--- src/rtl/crc16_arb_pkg.sv ---
// rtl/crc16_arb_pkg.sv - shared types and round-robin helper for the CRC16 arbiter
package crc16_arb_pkg;

    localparam int CRC_W   = 16;
    localparam int MAX_REQ = 8;

    typedef enum logic [2:0] {IDLE, INIT, STREAM, WAIT, RESP} state_t;

    // First set bit of req strictly after ptr, wrapping within the n populated lanes.
    function automatic logic [MAX_REQ-1:0] rr_pick(input logic [MAX_REQ-1:0] req,
                                                    input int ptr,
                                                    input int n);
        logic [MAX_REQ-1:0] pick;
        int idx;
        pick = '0;
        for (int k = 1; k <= MAX_REQ; k++) begin
            idx = ptr + k;
            if (idx >= n) idx = idx - n;
            if (k <= n && pick == '0 && req[idx[2:0]]) pick[idx[2:0]] = 1'b1;
        end
        return pick;
    endfunction

endpackage

--- src/rtl/crc16_arbiter_rr_select.sv ---
// rtl/crc16_arbiter_rr_select.sv - combinational round-robin picker
module rr_select
    import crc16_arb_pkg::*;
#(
    parameter int NUM_REQ = 4,
    parameter int PTR_W   = $clog2(NUM_REQ)
) (
    input  logic [NUM_REQ-1:0] req,
    input  logic [PTR_W-1:0]   rr_ptr,
    output logic [NUM_REQ-1:0] winner,
    output logic               any_req
);

    logic [MAX_REQ-1:0] pick;

    assign pick    = rr_pick(MAX_REQ'(req), int'(rr_ptr), NUM_REQ);
    assign winner  = pick[NUM_REQ-1:0];
    assign any_req = |pick;

endmodule

--- src/rtl/crc16_arbiter.sv ---
// rtl/crc16_arbiter.sv - round-robin sharing of one CRC16 engine between parser lanes
module crc16_arbiter
    import crc16_arb_pkg::*;
#(
    parameter int NUM_REQ   = 4,
    parameter int MAX_WORDS = 8,
    parameter int TIMEOUT   = 64
) (
    input  logic                     clk_in,
    input  logic                     rst_n,
    input  logic [NUM_REQ-1:0]       req,
    input  logic [NUM_REQ-1:0]       req_valid,
    input  logic [NUM_REQ-1:0]       req_last,
    input  logic [NUM_REQ*CRC_W-1:0] req_data,
    output logic [NUM_REQ-1:0]       gnt,
    output logic [NUM_REQ-1:0]       done,
    output logic                     err,
    output logic [CRC_W-1:0]         crc_result,
    output logic                     busy,
    output logic                     eng_init,
    output logic                     eng_valid,
    output logic [CRC_W-1:0]         eng_data,
    output logic                     eng_last,
    input  logic                     eng_done,
    input  logic [CRC_W-1:0]         eng_result
);

    localparam int PTR_W = $clog2(NUM_REQ);
    localparam int WC_W  = $clog2(MAX_WORDS + 1);
    localparam int TMO_W = $clog2(TIMEOUT);

    state_t             state, state_nxt;
    logic [PTR_W-1:0]   rr_ptr, rr_ptr_nxt, winner_idx;
    logic [WC_W-1:0]    word_cnt, word_cnt_nxt;
    logic [TMO_W-1:0]   tmo_cnt, tmo_cnt_nxt;
    logic [NUM_REQ-1:0] gnt_nxt, done_nxt, winner;
    logic               any_req, err_nxt;
    logic               eng_init_nxt, eng_valid_nxt, eng_last_nxt;
    logic [CRC_W-1:0]   eng_data_nxt, crc_nxt, sel_data;
    logic               sel_valid, sel_last, req_held;

    rr_select #(.NUM_REQ(NUM_REQ), .PTR_W(PTR_W)) u_rr_select (
        .req     (req),
        .rr_ptr  (rr_ptr),
        .winner  (winner),
        .any_req (any_req)
    );

    always_comb begin
        winner_idx = '0;
        sel_data   = '0;
        for (int i = 0; i < NUM_REQ; i++) begin
            if (winner[i]) winner_idx = PTR_W'(i);
            if (gnt[i])    sel_data   = req_data[i*CRC_W +: CRC_W];
        end
    end

    assign sel_valid = |(req_valid & gnt);
    assign sel_last  = |(req_last & gnt);
    assign req_held  = |(req & gnt);
    assign busy      = (state != IDLE);

    always_comb begin
        state_nxt     = state;
        gnt_nxt       = gnt;
        rr_ptr_nxt    = rr_ptr;
        word_cnt_nxt  = word_cnt;
        tmo_cnt_nxt   = tmo_cnt;
        eng_init_nxt  = 1'b0;
        eng_valid_nxt = 1'b0;
        eng_last_nxt  = 1'b0;
        eng_data_nxt  = '0;
        done_nxt      = '0;
        err_nxt       = err;
        crc_nxt       = crc_result;
        case (state)
            IDLE: begin
                if (any_req) begin
                    gnt_nxt    = winner;
                    rr_ptr_nxt = winner_idx;
                    state_nxt  = INIT;
                end
            end
            INIT, STREAM, WAIT: begin
                // A dropped request abandons the frame silently; rr_ptr stays advanced.
                if (!req_held) begin
                    gnt_nxt   = '0;
                    state_nxt = IDLE;
                end else if (state == INIT) begin
                    eng_init_nxt = 1'b1;
                    word_cnt_nxt = '0;
                    state_nxt    = STREAM;
                end else if (state == STREAM) begin
                    if (sel_valid) begin
                        if (!sel_last && word_cnt == WC_W'(MAX_WORDS)) begin
                            err_nxt   = 1'b1;
                            crc_nxt   = '0;
                            done_nxt  = gnt;
                            state_nxt = RESP;
                        end else begin
                            eng_valid_nxt = 1'b1;
                            eng_data_nxt  = sel_data;
                            eng_last_nxt  = sel_last;
                            word_cnt_nxt  = word_cnt + WC_W'(1);
                            if (sel_last) begin
                                tmo_cnt_nxt = '0;
                                state_nxt   = WAIT;
                            end
                        end
                    end
                end else begin
                    // eng_done beats a coincident timeout.
                    if (eng_done) begin
                        crc_nxt   = eng_result;
                        err_nxt   = 1'b0;
                        done_nxt  = gnt;
                        state_nxt = RESP;
                    end else if (tmo_cnt == TMO_W'(TIMEOUT - 1)) begin
                        crc_nxt   = '0;
                        err_nxt   = 1'b1;
                        done_nxt  = gnt;
                        state_nxt = RESP;
                    end else begin
                        tmo_cnt_nxt = tmo_cnt + TMO_W'(1);
                    end
                end
            end
            RESP: begin
                gnt_nxt   = '0;
                state_nxt = IDLE;
            end
            default: state_nxt = IDLE;
        endcase
    end

    always_ff @(posedge clk_in or negedge rst_n) begin
        if (!rst_n) begin
            state      <= IDLE;
            gnt        <= '0;
            rr_ptr     <= PTR_W'(NUM_REQ - 1);
            word_cnt   <= '0;
            tmo_cnt    <= '0;
            eng_init   <= 1'b0;
            eng_valid  <= 1'b0;
            eng_last   <= 1'b0;
            eng_data   <= '0;
            done       <= '0;
            err        <= 1'b0;
            crc_result <= '0;
        end else begin
            state      <= state_nxt;
            gnt        <= gnt_nxt;
            rr_ptr     <= rr_ptr_nxt;
            word_cnt   <= word_cnt_nxt;
            tmo_cnt    <= tmo_cnt_nxt;
            eng_init   <= eng_init_nxt;
            eng_valid  <= eng_valid_nxt;
            eng_last   <= eng_last_nxt;
            eng_data   <= eng_data_nxt;
            done       <= done_nxt;
            err        <= err_nxt;
            crc_result <= crc_nxt;
        end
    end

endmodule

--- config.mk ---
export PLATFORM = sky130hd
export DESIGN_NAME = crc16_arbiter
export DESIGN_NICKNAME = d
export VERILOG_FILES = /design/src/rtl/crc16_arb_pkg.sv /design/src/rtl/crc16_arbiter_rr_select.sv /design/src/rtl/crc16_arbiter.sv
export SDC_FILE = /design/constraint.sdc
export NUM_CORES = 1
export LEC_CHECK = 0
export ABC_AREA = 1
export BUFFER_PORTS_ARGS = -buffer_cell sky130_fd_sc_hd__buf_2
export CAP_MARGIN = 10
export CORE_MARGIN = 5
export CORE_UTILIZATION = 48
export CTS_CLUSTER_SIZE = 28
export DETAILED_ROUTE_END_ITERATION = 10
export GPL_TIMING_DRIVEN = 1
export PLACE_DENSITY = 0.8
export SKIP_LAST_GASP = 1
export SYNTH_ARGS = -nofsm -noshare
export SYNTH_HDL_FRONTEND = slang
export SYNTH_SLANG_ARGS = --single-unit
--- constraint.sdc ---
create_clock -name clk_in -period 3.7 [get_ports clk_in]
set_input_delay 0.74 -clock clk_in [delete_from_list [all_inputs] [get_ports clk_in]]
set_output_delay 0.74 -clock clk_in [all_outputs]
set_load 0.02 [all_outputs]
==> flow_summary.yaml <==
run_status:
  status: "completed"
critical_path:
  reg2reg_depth: 19
  startpoint_type: "flip-flop"
  crit_fanout: 8
  r2r-end: "gnt[0]"
  r2r_start: "rr_ptr[1]"
  arrival_ns: 3.21
  critPathKind: "reg -> reg"
  crit_required_ns: 3.92
  r2r_slack_ns: 0.72
  cp-end-kind: "flip-flop"
power_and_ir_drop:
  swShare_pct: 46.48
  switchingPower_mw: 1.586
  internal-power_mw: 1.826
  total_power_mw: 3.413
  ir_drop_uv: 487.9
  seqPwrFrac_pct: 27.7
  clock_power_share_pct: 16.9
  leakagePower_nw: 2.335
  p_comb_share_pct: 55.4
  power_density_nw_per_um2: 796.8
final_layout:
  stdcell_area_um2: 4283
  most-common-layout-cells: "139 x buf_2, 71 x nand2_1, 57 x dfrtp_1"
  nNetsFinal: 640
  drive_above_1_share_pct: 35.06
  area_growth_syn_to_layout_pct: 29.32
  final_common_cell: "buf_2"
  post-route-util_pct: 63.39
logic_synthesis:
  ys_ff_latch: 59
  syn_inst: 392
  muxShareOfSynthArea_pct: 0.6045
  syn-cell-area_um2: 3312
  synth_fa_ha_area_share_pct: 4.156
  synth_top_family_by_area: "simple AND/OR/NAND/NOR gates"
  ys.warnings.count: 0
  synth_xor_area_share_pct: 0.5289
  ys_types: 36
  ys_seq_area_share_pct: 44.65
  yosys.area_share.simple_pct: 23.54
  syn-num-nets: 498
  avgSynthCellArea_um2: 8.449
  synth_compound_area_share_pct: 19.76
min_path:
  min_path_type: "in -> async"
timing:
  rsz0062_at_grt: "false"
  skew_ns: 0.008458
  fmax_mhz: 335.2
  fin_setup_tns_ns: 0
  fin_crit_sh_pct: 80.64
  period_minus_slack_ns: 2.984
  setup_violations: 0
  worst_slew_pin_slew_ns: 1.164
  slew_viol_final: 0
  hold_viol: 0
  max_slew_margin_pct: 22.10
floorplan:
  start_util_pct: 49.02
  rows: 30
  die_w_um: 93.07
  die_h_um: 93.07
  die_area_um2: 8661
  core-area_um2: 6756
  boundaryPins: 140
drt:
  drt_iter0_drc: 181
  post-route-drc-count: 0
  routedWlPerCell_um: 14.84
  vias: 3314
  ant_nets: 0
  drt-pass1-iter-count: 5
  routed_via_density: 5.345
  wl_mm: 9.198
cts:
  cts.sinks: 59
  cts_htree_levels: 3
  cts-hold-fix-buffers: 0
  post_cts_buffers: 0
  clock_path_buffers: 2
  numCtsBuffers: 9
  clk_pin_slew_ns: 0.07
  clk_latency_ns: 0.34
  post_cts_resized: 0
  cts-root-buf: "clkbuf_8"
  cts_tree: "yes"
global_routing:
  overflow: 0
  grt_usage_pct: 21.06
  grt_pass1_vias: 3303
  grt_pass1_wl_mm: 14.75
  antenna_found_initial: 1
  grt_max_degree: 35
place:
  io_buffers: 139
  place_congestion: 0.8564
  dpl.hpwl_mm: 7.075
  dpl_cell_area_um2: 4086
run:
  drv_cap: 0
cell usage after synthesis:
library cell  instances  area (um2)
nand2_1              71       266.5
dfrtp_1              57        1426
inv_1                40       150.1
nor2_1               28       105.1
o21ai_0              27       135.1
a21oi_1              22       110.1
nand3_1              21       105.1
a22o_1               19       166.4
a22oi_1              16       120.1
ha_1                 11       137.6
clkbuf_1              9       33.78
o211ai_1              9       67.56
nand2_2               8       50.05
nand4_1               7       43.79
nor3_1                7       35.03
nor2_2                5       31.28
nor2_4                5       56.30
inv_2                 3       11.26
nand3_2               3       30.03
a221oi_1              2       17.52
buf_2                 2       10.01
dfstp_2               2       52.55
mux2i_1               2       20.02
nor3b_1               2       15.01
o21ai_1               2       10.01
xor2_1                2       17.52
and3_1                1       6.260
buf_4                 1       7.510
clkbuf_4              1       7.510
clkinv_1              1       3.750
nand2_4               1       11.26
nand3_4               1       17.52
nor4_1                1       6.260
o21ai_2               1       8.760
o22ai_1               1       6.260
o31ai_2               1       12.51
worst max path at each step:
stage,slack [ns],end,startpoint
finish,0.72,gnt[0],rr_ptr[1]
global route,0.48,gnt[0],rr_ptr[1]
floorplan,1.06,gnt[0],rr_ptr[0]
CTS,0.74,gnt[0],rr_ptr[1]
global placement,0.84,gnt[3],rr_ptr[1]
detailed placement,0.72,crc_result[2],req_last[0]
worst max-delay path: stages (launching register included):
cell	delay (ns)
dfstp_2	0.63
inv_1	0.14
ha_1	0.35
inv_1	0.07
nand3_2	0.09
inv_2	0.05
nor2_4	0.13
o31ai_2	0.11
nand3_1	0.11
nand2_2	0.08
nor2_4	0.13
nand3_2	0.09
o21ai_2	0.16
nor2_2	0.07
nand4_1	0.13
nand2_2	0.10
nor2_4	0.14
nand3_4	0.12
nand3_1	0.11
nand2_1	0.07
power groups by stage:
stage               Clock, mW  Sequential, mW  Combinational [mW]
floorplan                   0            1.06                1.32
global placement            0           0.950                1.82
detailed placement          0           0.947                1.89
CTS                     0.585           0.945                1.89
global route            0.613           0.967                2.11
finish                  0.577           0.944                1.89
registers in the layout, indices dropped and copies added, names as in the netlist, 2 cells and up:
name	flops
gnt	4
tmo_cnt	6
done	4
rr_ptr	2
state	3
crc_result	16
word_cnt	4
eng_data	16
metrics by stage:
step	std cells	hold slack, ns	setup WS [ns]
2_1_floorplan	392	0.4444	1.056
3_3_place_gp	603	0.4877	0.8402
3_5_place_dp	603	0.4860	0.7164
4_1_cts	619	0.4671	0.7442
5_1_grt	620	0.5138	0.4779
6_report	620	0.4541	0.7164
metal layers:
| metal | GRT usage, % | vias up | wire length (um) |
|---|---|---|---|
| li1 | - | 1624 | - |
| met1 | 24.23 | 1538 | 3695 |
| met2 | 37.55 | 136 | 4540 |
| met3 | 5.953 | 16 | 845 |
| met4 | 6.960 | 0 | 116 |
| met5 | 0 | - | 0 |
cells by family after synthesis:
logic type      after synthesis
buf+inv                      57
compound gates              100
mux                           2
xor+xnor                      2
simple gates                161
flops                        59
fa+ha+maj                    11
cell type report:
cell class,instances,area (um2)
clock inverters,5,52.55
clock buffers,11,141.4
multi-input cells,276,1609
well taps,80,100.1
flip-flops and latches,59,1479
fillers,627,2474
diodes,1,2.502
inverters,44,165.2
repair buffers,144,733.2
Power figures use the tool's default switching activity.
